==> src/rtl/csr_pkg.sv <==
// -----------------------------------------------------------------------------
// csr_pkg
// Shared definitions for the machine-mode CSR file and trap sequencer:
// CSR addresses, mstatus/mie/mip bit positions, trap cause codes, the Zicsr
// operation encoding and the read-modify-write helper used to form write data.
// -----------------------------------------------------------------------------
package csr_pkg;

   // Machine-mode CSR addresses
   localparam logic [11:0] CSR_MSTATUS   = 12'h300;
   localparam logic [11:0] CSR_MIE       = 12'h304;
   localparam logic [11:0] CSR_MTVEC     = 12'h305;
   localparam logic [11:0] CSR_MEPC      = 12'h341;
   localparam logic [11:0] CSR_MCAUSE    = 12'h342;
   localparam logic [11:0] CSR_MIP       = 12'h344;

   // Counters (writable) and their read-only user aliases
   localparam logic [11:0] CSR_MCYCLE    = 12'hB00;
   localparam logic [11:0] CSR_MINSTRET  = 12'hB02;
   localparam logic [11:0] CSR_MCYCLEH   = 12'hB80;
   localparam logic [11:0] CSR_MINSTRETH = 12'hB82;
   localparam logic [11:0] CSR_CYCLE     = 12'hC00;
   localparam logic [11:0] CSR_INSTRET   = 12'hC02;
   localparam logic [11:0] CSR_CYCLEH    = 12'hC80;
   localparam logic [11:0] CSR_INSTRETH  = 12'hC82;

   // Bit positions
   localparam int BIT_MIE  = 3;
   localparam int BIT_MPIE = 7;
   localparam int BIT_MTIE = 7;
   localparam int BIT_MTIP = 7;
   localparam int BIT_MEIE = 11;
   localparam int BIT_MEIP = 11;

   // mstatus.MPP is hardwired to machine mode
   localparam logic [31:0] MSTATUS_MPP = 32'h0000_1800;

   // Implemented bits of mcause: interrupt flag and 4-bit code
   localparam logic [31:0] MCAUSE_MASK = 32'h8000_000F;

   // Trap cause codes
   localparam logic [31:0] CAUSE_M_EXT   = 32'h8000_000B;
   localparam logic [31:0] CAUSE_M_TIMER = 32'h8000_0007;

   // Zicsr operation (csr_funct3[1:0])
   typedef enum logic [1:0] {
      CSR_OP_NONE = 2'b00,
      CSR_OP_RW   = 2'b01,
      CSR_OP_RS   = 2'b10,
      CSR_OP_RC   = 2'b11
   } csr_op_e;

   // New register value for a CSR instruction given the current value
   function automatic logic [31:0] csr_apply(input csr_op_e op,
                                              input logic [31:0] old,
                                              input logic [31:0] wdata);
      logic [31:0] res;
      res = old;
      case (op)
         CSR_OP_RW: res = wdata;
         CSR_OP_RS: res = old | wdata;
         CSR_OP_RC: res = old & ~wdata;
         default:   res = old;
      endcase
      return res;
   endfunction

endpackage

==> src/rtl/csr_counter64.sv <==
// -----------------------------------------------------------------------------
// csr_counter64
// 64-bit wrapping performance counter with independently writable halves.
// A write to either half replaces that half and suppresses the increment in
// the same cycle.
// Ports:
//   clk, rst   core clock, synchronous active-high reset (count -> 0)
//   inc        increment request for this cycle
//   wr_lo      replace bits [31:0] with wdata
//   wr_hi      replace bits [63:32] with wdata
//   wdata      write value
//   count      current 64-bit count
// -----------------------------------------------------------------------------
module csr_counter64 (
   input  logic        clk,
   input  logic        rst,
   input  logic        inc,
   input  logic        wr_lo,
   input  logic        wr_hi,
   input  logic [31:0] wdata,
   output logic [63:0] count
);

   logic [63:0] cnt;

   always_ff @(posedge clk) begin
      if (rst) begin
         cnt <= 64'd0;
      end else if (wr_lo || wr_hi) begin
         if (wr_lo) cnt[31:0]  <= wdata;
         if (wr_hi) cnt[63:32] <= wdata;
      end else if (inc) begin
         cnt <= cnt + 64'd1;
      end
   end

   assign count = cnt;

endmodule

==> src/rtl/csr_trap_unit.sv <==
// -----------------------------------------------------------------------------
// csr_trap_unit
// Machine-mode CSR file and trap sequencer for the pipelined RV32 core.
// Provides gated interrupt enables to interrupt_control, saves trap state and
// redirects fetch to mtvec on an accepted interrupt, restores state and
// redirects to mepc on mret, and serves Zicsr read/modify/write from EX.
//
// Build option: define CSR_COUNTERS_EN to implement the 64-bit mcycle and
// minstret counters. Without it the counter addresses read 0 and ignore writes.
//
// Ports:
//   clk, rst            core clock, synchronous active-high reset
//   stall               pipeline stall (freezes CSR writes, minstret, mret)
//   csr_en              EX-stage instruction is a CSR op
//   csr_funct3          op select in bits[1:0]: 01 RW, 10 RS, 11 RC
//   csr_addr            CSR address
//   csr_wdata           rs1 value or zero-extended zimm
//   csr_rdata           combinational read of current state
//   ex_pc               PC of the EX-stage instruction
//   wfi, mret           EX-stage WFI / MRET
//   instr_retire        one instruction retires this cycle
//   sensor_irq, wdt_irq raw external / timer interrupt lines (mip)
//   interrupt_taken     trap accepted by interrupt_control
//   wfi_mode            core is sleeping in WFI
//   MEIE, MTIE          gated enables to interrupt_control
//   redirect            single-cycle combinational fetch redirect
//   redirect_pc         redirect target
// -----------------------------------------------------------------------------
module csr_trap_unit
   import csr_pkg::*;
#(
   parameter logic [31:0] MTVEC_RST = 32'h0001_0000
) (
   input  logic        clk,
   input  logic        rst,
   input  logic        stall,
   input  logic        csr_en,
   input  logic [2:0]  csr_funct3,
   input  logic [11:0] csr_addr,
   input  logic [31:0] csr_wdata,
   output logic [31:0] csr_rdata,
   input  logic [31:0] ex_pc,
   input  logic        wfi,
   input  logic        mret,
   input  logic        instr_retire,
   input  logic        sensor_irq,
   input  logic        wdt_irq,
   input  logic        interrupt_taken,
   input  logic        wfi_mode,
   output logic        MEIE,
   output logic        MTIE,
   output logic        redirect,
   output logic [31:0] redirect_pc
);

   // Architectural state
   logic        st_mie;
   logic        st_mpie;
   logic        en_meie;
   logic        en_mtie;
   logic [31:0] mtvec_q;
   logic [31:0] mepc_q;
   logic [31:0] mcause_q;
   logic [31:0] wfi_pc;

   csr_op_e     op;
   logic        op_writes;
   logic        csr_we;
   logic        mret_fire;
   logic [31:0] wval;
   logic [31:0] trap_epc;

   assign op = csr_op_e'(csr_funct3[1:0]);

   // RS/RC with a zero operand are pure reads and must not write
   assign op_writes = (op == CSR_OP_RW) ||
                      ((op != CSR_OP_NONE) && (csr_wdata != 32'd0));

   // interrupt_taken outranks mret, which outranks a CSR write; the loser
   // is replayed later so it must leave no trace now.
   assign mret_fire = mret && !stall && !interrupt_taken;
   assign csr_we    = csr_en && !stall && !interrupt_taken && !mret && op_writes;

   // Old value for RS/RC is the same combinational read the core sees
   assign wval     = csr_apply(op, csr_rdata, csr_wdata);
   assign trap_epc = wfi_mode ? wfi_pc : ex_pc;

`ifdef CSR_COUNTERS_EN
   logic [63:0] mcycle;
   logic [63:0] minstret;

   csr_counter64 u_mcycle (
      .clk   (clk),
      .rst   (rst),
      .inc   (1'b1),
      .wr_lo (csr_we && (csr_addr == CSR_MCYCLE)),
      .wr_hi (csr_we && (csr_addr == CSR_MCYCLEH)),
      .wdata (wval),
      .count (mcycle)
   );

   csr_counter64 u_minstret (
      .clk   (clk),
      .rst   (rst),
      .inc   (instr_retire && !stall),
      .wr_lo (csr_we && (csr_addr == CSR_MINSTRET)),
      .wr_hi (csr_we && (csr_addr == CSR_MINSTRETH)),
      .wdata (wval),
      .count (minstret)
   );

   logic unused_bits;
   assign unused_bits = csr_funct3[2];
`else
   logic unused_bits;
   assign unused_bits = csr_funct3[2] ^ instr_retire;
`endif

   // Combinational read: returns state before this cycle's write
   always_comb begin
      csr_rdata = 32'd0;
      case (csr_addr)
         CSR_MSTATUS: begin
            csr_rdata           = MSTATUS_MPP;
            csr_rdata[BIT_MIE]  = st_mie;
            csr_rdata[BIT_MPIE] = st_mpie;
         end
         CSR_MIE: begin
            csr_rdata[BIT_MEIE] = en_meie;
            csr_rdata[BIT_MTIE] = en_mtie;
         end
         CSR_MTVEC:  csr_rdata = mtvec_q;
         CSR_MEPC:   csr_rdata = mepc_q;
         CSR_MCAUSE: csr_rdata = mcause_q;
         CSR_MIP: begin
            csr_rdata[BIT_MEIP] = sensor_irq;
            csr_rdata[BIT_MTIP] = wdt_irq;
         end
`ifdef CSR_COUNTERS_EN
         CSR_MCYCLE,    CSR_CYCLE:    csr_rdata = mcycle[31:0];
         CSR_MCYCLEH,   CSR_CYCLEH:   csr_rdata = mcycle[63:32];
         CSR_MINSTRET,  CSR_INSTRET:  csr_rdata = minstret[31:0];
         CSR_MINSTRETH, CSR_INSTRETH: csr_rdata = minstret[63:32];
`endif
         default: csr_rdata = 32'd0;
      endcase
   end

   always_ff @(posedge clk) begin
      if (rst) begin
         st_mie   <= 1'b0;
         st_mpie  <= 1'b0;
         en_meie  <= 1'b0;
         en_mtie  <= 1'b0;
         mtvec_q  <= {MTVEC_RST[31:2], 2'b00};
         mepc_q   <= 32'd0;
         mcause_q <= 32'd0;
         wfi_pc   <= 32'd0;
      end else begin
         // Wake-up return address for a trap taken while sleeping
         if (wfi && !stall)
            wfi_pc <= ex_pc + 32'd4;

         if (interrupt_taken) begin
            mepc_q   <= {trap_epc[31:2], 2'b00};
            st_mpie  <= st_mie;
            st_mie   <= 1'b0;
            mcause_q <= (sensor_irq && en_meie) ? CAUSE_M_EXT : CAUSE_M_TIMER;
         end else if (mret_fire) begin
            st_mie  <= st_mpie;
            st_mpie <= 1'b1;
         end else if (csr_we) begin
            case (csr_addr)
               CSR_MSTATUS: begin
                  st_mie  <= wval[BIT_MIE];
                  st_mpie <= wval[BIT_MPIE];
               end
               CSR_MIE: begin
                  en_meie <= wval[BIT_MEIE];
                  en_mtie <= wval[BIT_MTIE];
               end
               CSR_MTVEC:  mtvec_q  <= {wval[31:2], 2'b00};
               CSR_MEPC:   mepc_q   <= {wval[31:2], 2'b00};
               CSR_MCAUSE: mcause_q <= wval & MCAUSE_MASK;
               default: ;
            endcase
         end
      end
   end

   assign MEIE = st_mie && en_meie;
   assign MTIE = st_mie && en_mtie;

   // Redirect is a same-cycle pulse; reset suppresses it even mid-trap
   assign redirect    = !rst && (interrupt_taken || mret_fire);
   assign redirect_pc = interrupt_taken ? mtvec_q : mepc_q;

endmodule

==> config.mk <==
export PLATFORM = sky130hd
export DESIGN_NAME = csr_trap_unit
export DESIGN_NICKNAME = d
export VERILOG_FILES = /design/src/rtl/csr_pkg.sv /design/src/rtl/csr_counter64.sv /design/src/rtl/csr_trap_unit.sv
export SDC_FILE = /design/constraint.sdc
export NUM_CORES = 1
export LEC_CHECK = 0
export CAP_MARGIN = 20
export CORE_MARGIN = 2
export CORE_UTILIZATION = 42
export CTS_BUF_LIST = sky130_fd_sc_hd__clkbuf_4
export CTS_CLUSTER_SIZE = 28
export DETAILED_ROUTE_END_ITERATION = 10
export PLACE_DENSITY = 0.71
export REMOVE_ABC_BUFFERS = 1
export SYNTH_ARGS = -nofsm -noshare
export SYNTH_HDL_FRONTEND = slang
export SYNTH_HIERARCHICAL = 1
export SYNTH_SLANG_ARGS = --single-unit
==> constraint.sdc <==
create_clock -name clk -period 5.3 [get_ports clk]
set_input_delay 0.795 -clock clk [delete_from_list [all_inputs] [get_ports clk]]
set_output_delay 0.795 -clock clk [all_outputs]
set_load 0.05 [all_outputs]
# Word level (Yosys, flattened, before mapping)
# Index checks and enable logic that the tools add are counted.
totals:
  reg_bits: 128
  ram_bits: 0
  rom_bits: 0
  memories: 0
  elab_cells: 82
  latch_bits: 0
classes:
  reduce_logical: 34
  addsub: 1
  magnitude_cmp: 0
  mux: 24
  n_shift: 0
  multipliers: 0
  n_eq_ne: 10
  bitwise_logic: 5
  div: 0
op_table:
  columns: ["op", "n"]
  rows:
  - ["$mux W32", 10]
  - ["$pmux W32 S3", 1]
  - ["$pmux W20 S4", 1]
  - ["$eq A12 B10 Y1 const B", 6]
  - ["$add A32 B3 Y32 const B", 1]
  - ["$and A32 B32 Y32", 1]
  - ["$not A32 Y32", 1]
  - ["$or A32 B32 Y32", 1]
  - ["$reduce_bool A32 Y1", 1]
  - ["$pmux W7 S4", 1]
  - ["$logic_and A1 B1 Y1", 12]
  - ["$pmux W1 S6", 2]
  - ["$reduce_bool A2 Y1", 6]
  - ["$pmux W3 S3", 1]
  - ["$reduce_and A4 Y1", 2]
  - ["$mux W1", 7]
  - ["$reduce_and A3 Y1", 2]
  - ["$reduce_bool A3 Y1", 2]
  - ["$eq A2 B2 Y1 const B", 2]
  - ["$logic_not A1 Y1", 4]
  - ["$mux W4", 1]
  - ["$reduce_and A2 Y1", 2]
  - ["$eq A2 B1 Y1 const B", 1]
  - ["$logic_or A1 B1 Y1", 2]
  - ["other kinds (3)", 4]

# Longest topological paths before layout
# Gate-level depths: netlist (run 1).
logic_depth:
  ltp_word: 8
  depth_mapped: 9

# Worst setup path after synthesis (run 1)
# OpenSTA, ideal clock, no wires.
synth_timing:
  kind: "input to output"
  startpoint: "in csr_addr[5]"
  endpoint: "out csr_rdata[2]"
  setup_slack_ps: 1470
  path_buffers: 3
  required_time_ps: 4505
  cell_stages: 6
  t_arrival_ps: 3035
  path_cell_list: "or3_4 > or2_1 > buf_2 > buf_2 > buf_1 > o21ai_0"
synth_via:
  elab_chain_cells: 2
  word_cells_on_any_way: 5
  classes_between: "eq/ne (4); mux (1)"
synth_lines:
  columns: ["item", "line", "text"]
  rows:
  - ["start: declaration", "csr_trap_unit.sv:39", "input logic [11:0] csr_addr,"]
  - ["$eq A12 B10 Y1", "csr_trap_unit.sv:122", "case (csr_addr)"]
  - ["$pmux W7 S4 *", "csr_trap_unit.sv:122", null]
  - ["end: declaration", "csr_trap_unit.sv:41", "output logic [31:0] csr_rdata,"]
# Every way passes the cells marked *; elsewhere a longest branch is shown, timed or not.

# Worst setup path in the final report (run 1)
layout_timing:
  startpoint: "in csr_addr[6]"
  endpoint: "out csr_rdata[12]"
layout_via:
  elab_chain_cells: 2
  word_cells_on_any_way: 5
  classes_between: "eq/ne (4); mux (1)"
layout_lines:
  columns: ["item", "line"]
  rows:
  - ["$eq A12 B10 Y1", "csr_trap_unit.sv:122"]
  - ["$pmux W20 S4 *", "csr_trap_unit.sv:122"]
# Marked as above.

==> results of run 1 <==
cells in the mapped netlist, drive strengths merged, types with 2 or more instances:
cell | count | share of area, %
or4 | 6 | 0.71
nand3 | 11 | 0.81
a221oi | 3 | 0.38
inv | 7 | 0.38
nand3b | 4 | 0.44
a22oi | 27 | 3.0
clkbuf | 32 | 1.8
mux2i | 36 | 5.3
nor4 | 16 | 1.6
nor2b | 4 | 0.37
o32a | 2 | 0.29
buf | 38 | 3.4
nand2 | 39 | 2.1
o21ai | 53 | 4.2
dfxtp | 99 | 29
and3 | 13 | 1.2
nand4 | 9 | 0.82
a211oi | 46 | 6.8
or3b | 2 | 0.26
mux2 | 27 | 4.5
xnor2 | 35 | 4.5
or2 | 4 | 0.37
a311oi | 4 | 0.60
nor3 | 19 | 2.1
nor4b | 4 | 0.70
a21oi | 53 | 3.9
o31ai | 8 | 0.88
o211ai | 2 | 0.22
o22ai | 3 | 0.27
nand2b | 7 | 0.64
and2 | 6 | 0.55
a21o | 22 | 2.4
a222oi | 22 | 3.2
and4 | 6 | 0.77
or3 | 9 | 0.90
xor2 | 13 | 1.7
nor2 | 115 | 6.8
layout by cell type, fill, tap and decap left out, types with 3 or more instances in the layout:
| cell type | instances |
|---|---|
| clkdlybuf4s50_1 | 146 |
| nor2_1 | 112 |
| dfxtp_1 | 99 |
| a21oi_1 | 53 |
| o21ai_0 | 39 |
| nand2_1 | 39 |
| mux2i_1 | 36 |
| xnor2_1 | 35 |
| a22oi_1 | 27 |
| mux2_2 | 27 |
| a211oi_2 | 24 |
| a211oi_1 | 22 |
| a222oi_1 | 22 |
| a21o_1 | 22 |
| nor4_1 | 14 |
| buf_4 | 14 |
| and3_1 | 13 |
| xor2_1 | 13 |
| nor3_1 | 13 |
| nand3_1 | 11 |
| clkbuf_4 | 10 |
| nand4_1 | 9 |
| o31ai_1 | 8 |
| o21ai_1 | 8 |
| or3_1 | 8 |
| inv_1 | 7 |
| nand2b_1 | 7 |
| o21ai_2 | 6 |
| and4_1 | 6 |
| and2_1 | 5 |
| or4_1 | 5 |
| nand3b_1 | 4 |
| or2_2 | 4 |
| buf_2 | 4 |
| nor3_2 | 3 |
| a311oi_1 | 3 |
| o22ai_1 | 3 |
| nor2b_1 | 3 |
| nor3_4 | 3 |
| a221oi_1 | 3 |
power by group through the flow:
stage	combinational [W]	sequential (W)	clock, W
after floorplan	0.000189	0.000807	0
after global placement	0.000371	0.000812	0
after detailed placement	0.000375	0.000813	0
after CTS	0.000377	0.000797	0.000355
after global routing	0.000406	0.000801	0.000387
final	0.000379	0.000797	0.000352
per-layer routing:
| metal | GRT usage (%) | vias up |
|---|---|---|
| met5 | 0 | - |
| met4 | 7.00 | 0 |
| met3 | 4.32 | 28 |
| met2 | 38.0 | 307 |
| met1 | 35.8 | 3224 |
| li1 | - | 3280 |
critical path, stage by stage:
cell and delay, ns:
clkdlybuf4s50_1 0.62, or3b_1 0.59, nor2_8 0.47, nand2_1 0.13, a21oi_1 0.24, clkdlybuf4s50_1 0.85
sequential cells by signal, indices dropped and copies added (netlist names):
signal    count
en_mtie       1
st_mie        1
en_meie       1
wfi_pc       30
mtvec_q      30
st_mpie       1
mepc_q       30
mcause_q      5
final timing paths:
check	start	to	slack [ns]
worst max register to register	st_mie	mtvec_q[3]	3.59
worst min-delay path	mepc_q[31]	mepc_q[31]	0.49
worst max-delay path	csr_addr[6]	csr_rdata[12]	0.79
worst min register to register	mepc_q[31]	mepc_q[31]	0.49
through the flow:
stage / worst slack [ns] / cell area [um^2]
3_5_place_dp: 0.840 / 8350
5_1_grt: 0.726 / 8440
6_report: 0.786 / 8440
4_1_cts: 0.828 / 8440
3_3_place_gp: 0.837 / 8350
2_1_floorplan: 1.46 / 6480
area by class of cell:
type | count | area (um^2)
antenna | 1 | 2.50
clock buffer | 10 | 75.1
clock inverter | 3 | 18.8
fill | 1553 | 7440
inverter | 7 | 26.3
multi-input combinational | 645 | 4480
sequential | 99 | 1980
tap | 216 | 270
timing repair buffer | 164 | 1590
kinds of logic (layout without fill, tap and decap cells):
family	Yosys count	after routing	share of synthesized area, %
muxes	63	63	9.73
xor gates and xnor gates	48	48	6.15
other	1	3	0.0549
DFF	99	99	29.0
and+or+nand+nor	278	278	22.0
AOI/OAI and AO/OA	253	253	27.3
buffers and inverters	77	184	5.55
adders and majority gates	1	1	0.183
==> results.py, run 1 <==
metrics = {
    "run_status": {
        "status": "finished, final reports clean",
    },
    "cells_and_area": {
        "drive_gt1_share_pct": 12.1,
        "nets": 1017,
        "area_growth_pct": 23.6,
        "fin_cells": 1145,
        "utilization_pct": 53.1,
    },
    "sta": {
        "setup_viol": 0,
        "fin_tns_setup_ns": 0,
        "rsz0062_at_grt": "no",
        "worst_pin_slew_ns": 1.02,
        "hold_slack_ns": 0.493,
        "final-hold-violation-count": 0,
        "period_needed_ns": 4.51,
        "fin_crit_sh_pct": 85.2,
        "drv_slew": 0,
        "max_freq_ghz": 0.222,
        "slew_headroom_pct": 31.7,
        "skew_ns": 0.0111,
    },
    "synth": {
        "yosysWarnings": 6,
        "postSynth.asyncResetShare_pct": 0,
        "synth_cells": 820,
        "synth_ff_type": "dfxtp_1",
        "synth_area_per_cell_um2": 8.33,
        "netlist_area_mm2": 0.00683,
        "synth_edf_count": 0,
        "ys_seq_area_share_pct": 29.0,
        "ys_types": 69,
        "ys_ff_latch": 99,
    },
    "worst_hold_path": {
        "hp-class": "reg2reg",
        "holdPathStages": 2,
    },
    "grt": {
        "grt_first_pass_wirelength_mm": 34.5,
        "gr-total-overflow": 0,
        "grtUsageTotal_pct": 24.9,
        "antenna_found_initial": 1,
        "first_global_vias": 6180,
        "grt_max_degree": 60,
    },
    "power_and_ir_drop": {
        "p_comb_share_pct": 24.8,
        "finalPower_w": 0.00153,
        "powerDensity_mw_per_mm2": 181,
        "leakage_nw": 2.85,
        "p_int_w": 0.00103,
        "switching_share_pct": 32.5,
        "clock_power_share_pct": 23.0,
        "ir_worst_vdd_mv": 0.0854,
        "power_switching_w": 0.000497,
        "seq_power_share_pct": 52.2,
    },
    "drt": {
        "wl_met3_mm": 1.96,
        "drc": 0,
        "firstDrtPassIters": 7,
        "via_per_inst": 5.97,
        "antenna_left": 0,
        "route.vias.total": 6839,
        "top_layer": "met4",
        "wl_per_cell_um": 19.3,
        "wl_mm": 22.1,
        "drtIter0Drc": 868,
        "wl_met1_mm": 9.84,
        "dr_wl_met2_mm": 10.0,
    },
    "cts": {
        "numCtsBuffers": 9,
        "cts_max_level": 3,
        "cts-root-buf": "clkbuf_4",
        "cts_sinks": 99,
        "clock_latency_ns": 0.47,
        "post_cts_resized": 0,
        "max-clock-path-buffers": 2,
        "cts_hold_buf": 0,
        "clk_pin_slew_worst_paths_ns": 0.14,
        "cts_tree": "built",
        "postCtsSetupRepairBufs": 0,
    },
    "die": {
        "fp.dieH_um": 132,
        "coreArea_mm2": 0.0159,
        "fp.dieW_um": 132,
        "dieArea_mm2": 0.0173,
        "std_cell_rows": 46,
        "initial_core_util_pct": 43.0,
        "ioPinCount": 157,
    },
    "critical_path": {
        "crit_arrival_ns": 3.72,
        "cp_max_fo": 26,
        "rr_worst_depth": 5,
        "worst_setup_path_start_kind": "input port",
        "worst_ep_required_time_ns": 4.51,
        "critical_path_class": "in2out",
        "end_kind": "output port",
    },
    "placement": {
        "numPortBuffers": 150,
        "hpwlAfterDp_mm": 15.6,
        "place_inst": 1131,
        "gp_congestion": 0.908,
    },
    "flow_run": {
        "cap_violations": 0,
    },
}
Note: power is estimated with default switching activity, not from simulation.
==> run 2: changes to the inputs <==
GPL_TIMING_DRIVEN = 1   (was unset)
TNS_END_PERCENT = 1   (was unset)
==> results of run 2 <==
The final DEF is identical to that of run 1; final timing and power are the same.
==> run 3: changes to the inputs <==
MAX_ROUTING_LAYER = met4   (was unset)
==> run 3 against run 2 <==
Effect of this change:
- via count is 0.91% higher
- cell area stayed put
- register-to-register slack better by 0.03 ns
==> results.py, run 3 (same netlist as run 1, synthesis figures left out) <==
metrics = {
    "run_status": {
        "status": "finished, final reports clean",
    },
    "die": {
        "ioPinCount": 157,
        "dieArea_mm2": 0.0173,
        "initial_core_util_pct": 43.0,
        "std_cell_rows": 46,
        "coreArea_mm2": 0.0159,
        "fp.dieW_um": 132,
        "fp.dieH_um": 132,
    },
    "placement": {
        "hpwlAfterDp_mm": 15.6,
        "gp_congestion": 0.924,
        "numPortBuffers": 150,
        "post-place-ws_ns": 0.840,
    },
    "power_and_ir_drop": {
        "ir_worst_vdd_mv": 0.0857,
        "powerDensity_mw_per_mm2": 181,
        "finalPower_w": 0.00153,
        "leakage_nw": 2.85,
    },
    "critical_path": {
        "cp_max_fo": 26,
        "worst_setup_path_start_kind": "input port",
        "critical_path_class": "in2out",
        "end_kind": "output port",
        "crit_arrival_ns": 3.69,
        "rr_startpoint": "st_mie",
        "regToRegEndpoint": "mtvec_q[3]",
        "worst_ep_required_time_ns": 4.51,
        "reg2reg_slack_ns": 3.62,
        "rr_worst_depth": 5,
    },
    "sta": {
        "rsz0062_at_grt": "no",
        "drv_slew": 0,
        "fin_crit_sh_pct": 84.7,
        "max_freq_ghz": 0.223,
        "period_needed_ns": 4.49,
        "skew_ns": 0.0108,
        "slew_headroom_pct": 33.6,
        "hold_slack_ns": 0.496,
        "setup_ws_ns": 0.810,
        "setup_viol": 0,
        "final-hold-violation-count": 0,
        "fin_tns_setup_ns": 0,
        "worst_pin_slew_ns": 0.993,
    },
    "grt": {
        "antenna_found_initial": 1,
        "grt_first_pass_wirelength_mm": 34.5,
        "grt_max_degree": 60,
        "gr-total-overflow": 0,
        "grtUsageTotal_pct": 25.6,
        "first_global_vias": 6184,
    },
    "cts": {
        "clk_pin_slew_worst_paths_ns": 0.14,
        "postCtsSetupRepairBufs": 0,
        "clock_latency_ns": 0.48,
        "post_cts_resized": 0,
        "cts-root-buf": "clkbuf_4",
        "max-clock-path-buffers": 2,
        "cts_hold_buf": 0,
        "cts_sinks": 99,
        "cts_tree": "built",
        "cts_max_level": 3,
        "numCtsBuffers": 9,
    },
    "cells_and_area": {
        "final_cell_mix": "146 x clkdlybuf4s50_1, 112 x nor2_1, 99 x dfxtp_1",
        "area_growth_pct": 23.6,
        "ff_latch_area_mm2": 0.00198,
        "mostFrequentLayoutCell": "clkdlybuf4s50_1",
        "multi_input_area_mm2": 0.00448,
        "largestRegisters": "mepc_q (30), mtvec_q (30), wfi_pc (30)",
        "nets": 1017,
        "n_fill_cell": 1553,
        "utilization_pct": 53.1,
        "drive_gt1_share_pct": 12.1,
    },
    "drt": {
        "drtIter0Drc": 813,
        "via_per_inst": 6.03,
        "wl_per_cell_um": 19.4,
        "wl_mm": 22.2,
        "antenna_left": 0,
        "route.vias.total": 6901,
        "firstDrtPassIters": 5,
        "drc": 0,
    },
    "worst_hold_path": {
        "min_from": "mepc_q[31]",
        "hp-class": "reg2reg",
        "holdPathStages": 2,
        "min_to": "mepc_q[31]",
    },
    "flow_run": {
        "cap_violations": 0,
    },
}
run 3: cell counts in the layout (fill, tap and decap cells not counted):
Identical to the previous run, type by type.
run 3: power by group:
group	leakage, nW	switching [W]	internal [W]
Combinational	1.99	0.000217	0.000163
Sequential	0.809	0.0000214	0.000776
Clock	0.0479	0.000260	0.0000929
run 3: area by class of cell:
cell class | instances | share of cell area, %
repair buffers | 164 | 18.8
clock buffers | 10 | 0.889
inverters | 7 | 0.311
diodes | 1 | 0.0296
multi-input cells | 645 | 53.1
clock inverters | 3 | 0.222
flip-flops and latches | 99 | 23.5
well taps | 216 | 3.20
run 3: through the flow:
| step | cells | area [um^2] |
|---|---|---|
| 2_1_floorplan | 751 | 6480 |
| 3_3_place_gp | 1131 | 8350 |
| 3_5_place_dp | 1131 | 8350 |
| 4_1_cts | 1144 | 8440 |
| 5_1_grt | 1145 | 8440 |
| 6_report | 1145 | 8440 |
run 3: worst max-delay path, stage by stage:
cell and delay (ns):
clkdlybuf4s50_1 0.63, or3b_1 0.59, nor2_8 0.46, nand2_1 0.13
a21oi_1 0.23, clkdlybuf4s50_1 0.85
run 3: how the worst max path moves through the flow:
| stage | from | slack (ns) | end | cells after the start |
|---|---|---|---|---|
| after global placement | csr_addr[6] | 0.84 | csr_rdata[12] | 6 |
| after global routing | csr_addr[6] | 0.73 | csr_rdata[8] | 6 |
| after detailed placement | csr_addr[6] | 0.84 | csr_rdata[12] | 6 |
| after CTS | csr_addr[6] | 0.83 | csr_rdata[12] | 6 |
| after floorplan | csr_addr[5] | 1.46 | csr_rdata[2] | 3 |
| final | csr_addr[6] | 0.81 | csr_rdata[12] | 6 |
run 3: metal layers:
metal / vias to the layer above / track usage (%) / wire length, um
li1: 3286 / - / -
met1: 3264 / 35.9 / 10000
met2: 326 / 38.2 / 10000
met3: 25 / 3.86 / 1830
met4: 0 / 7.00 / 320
met5: - / - / 0
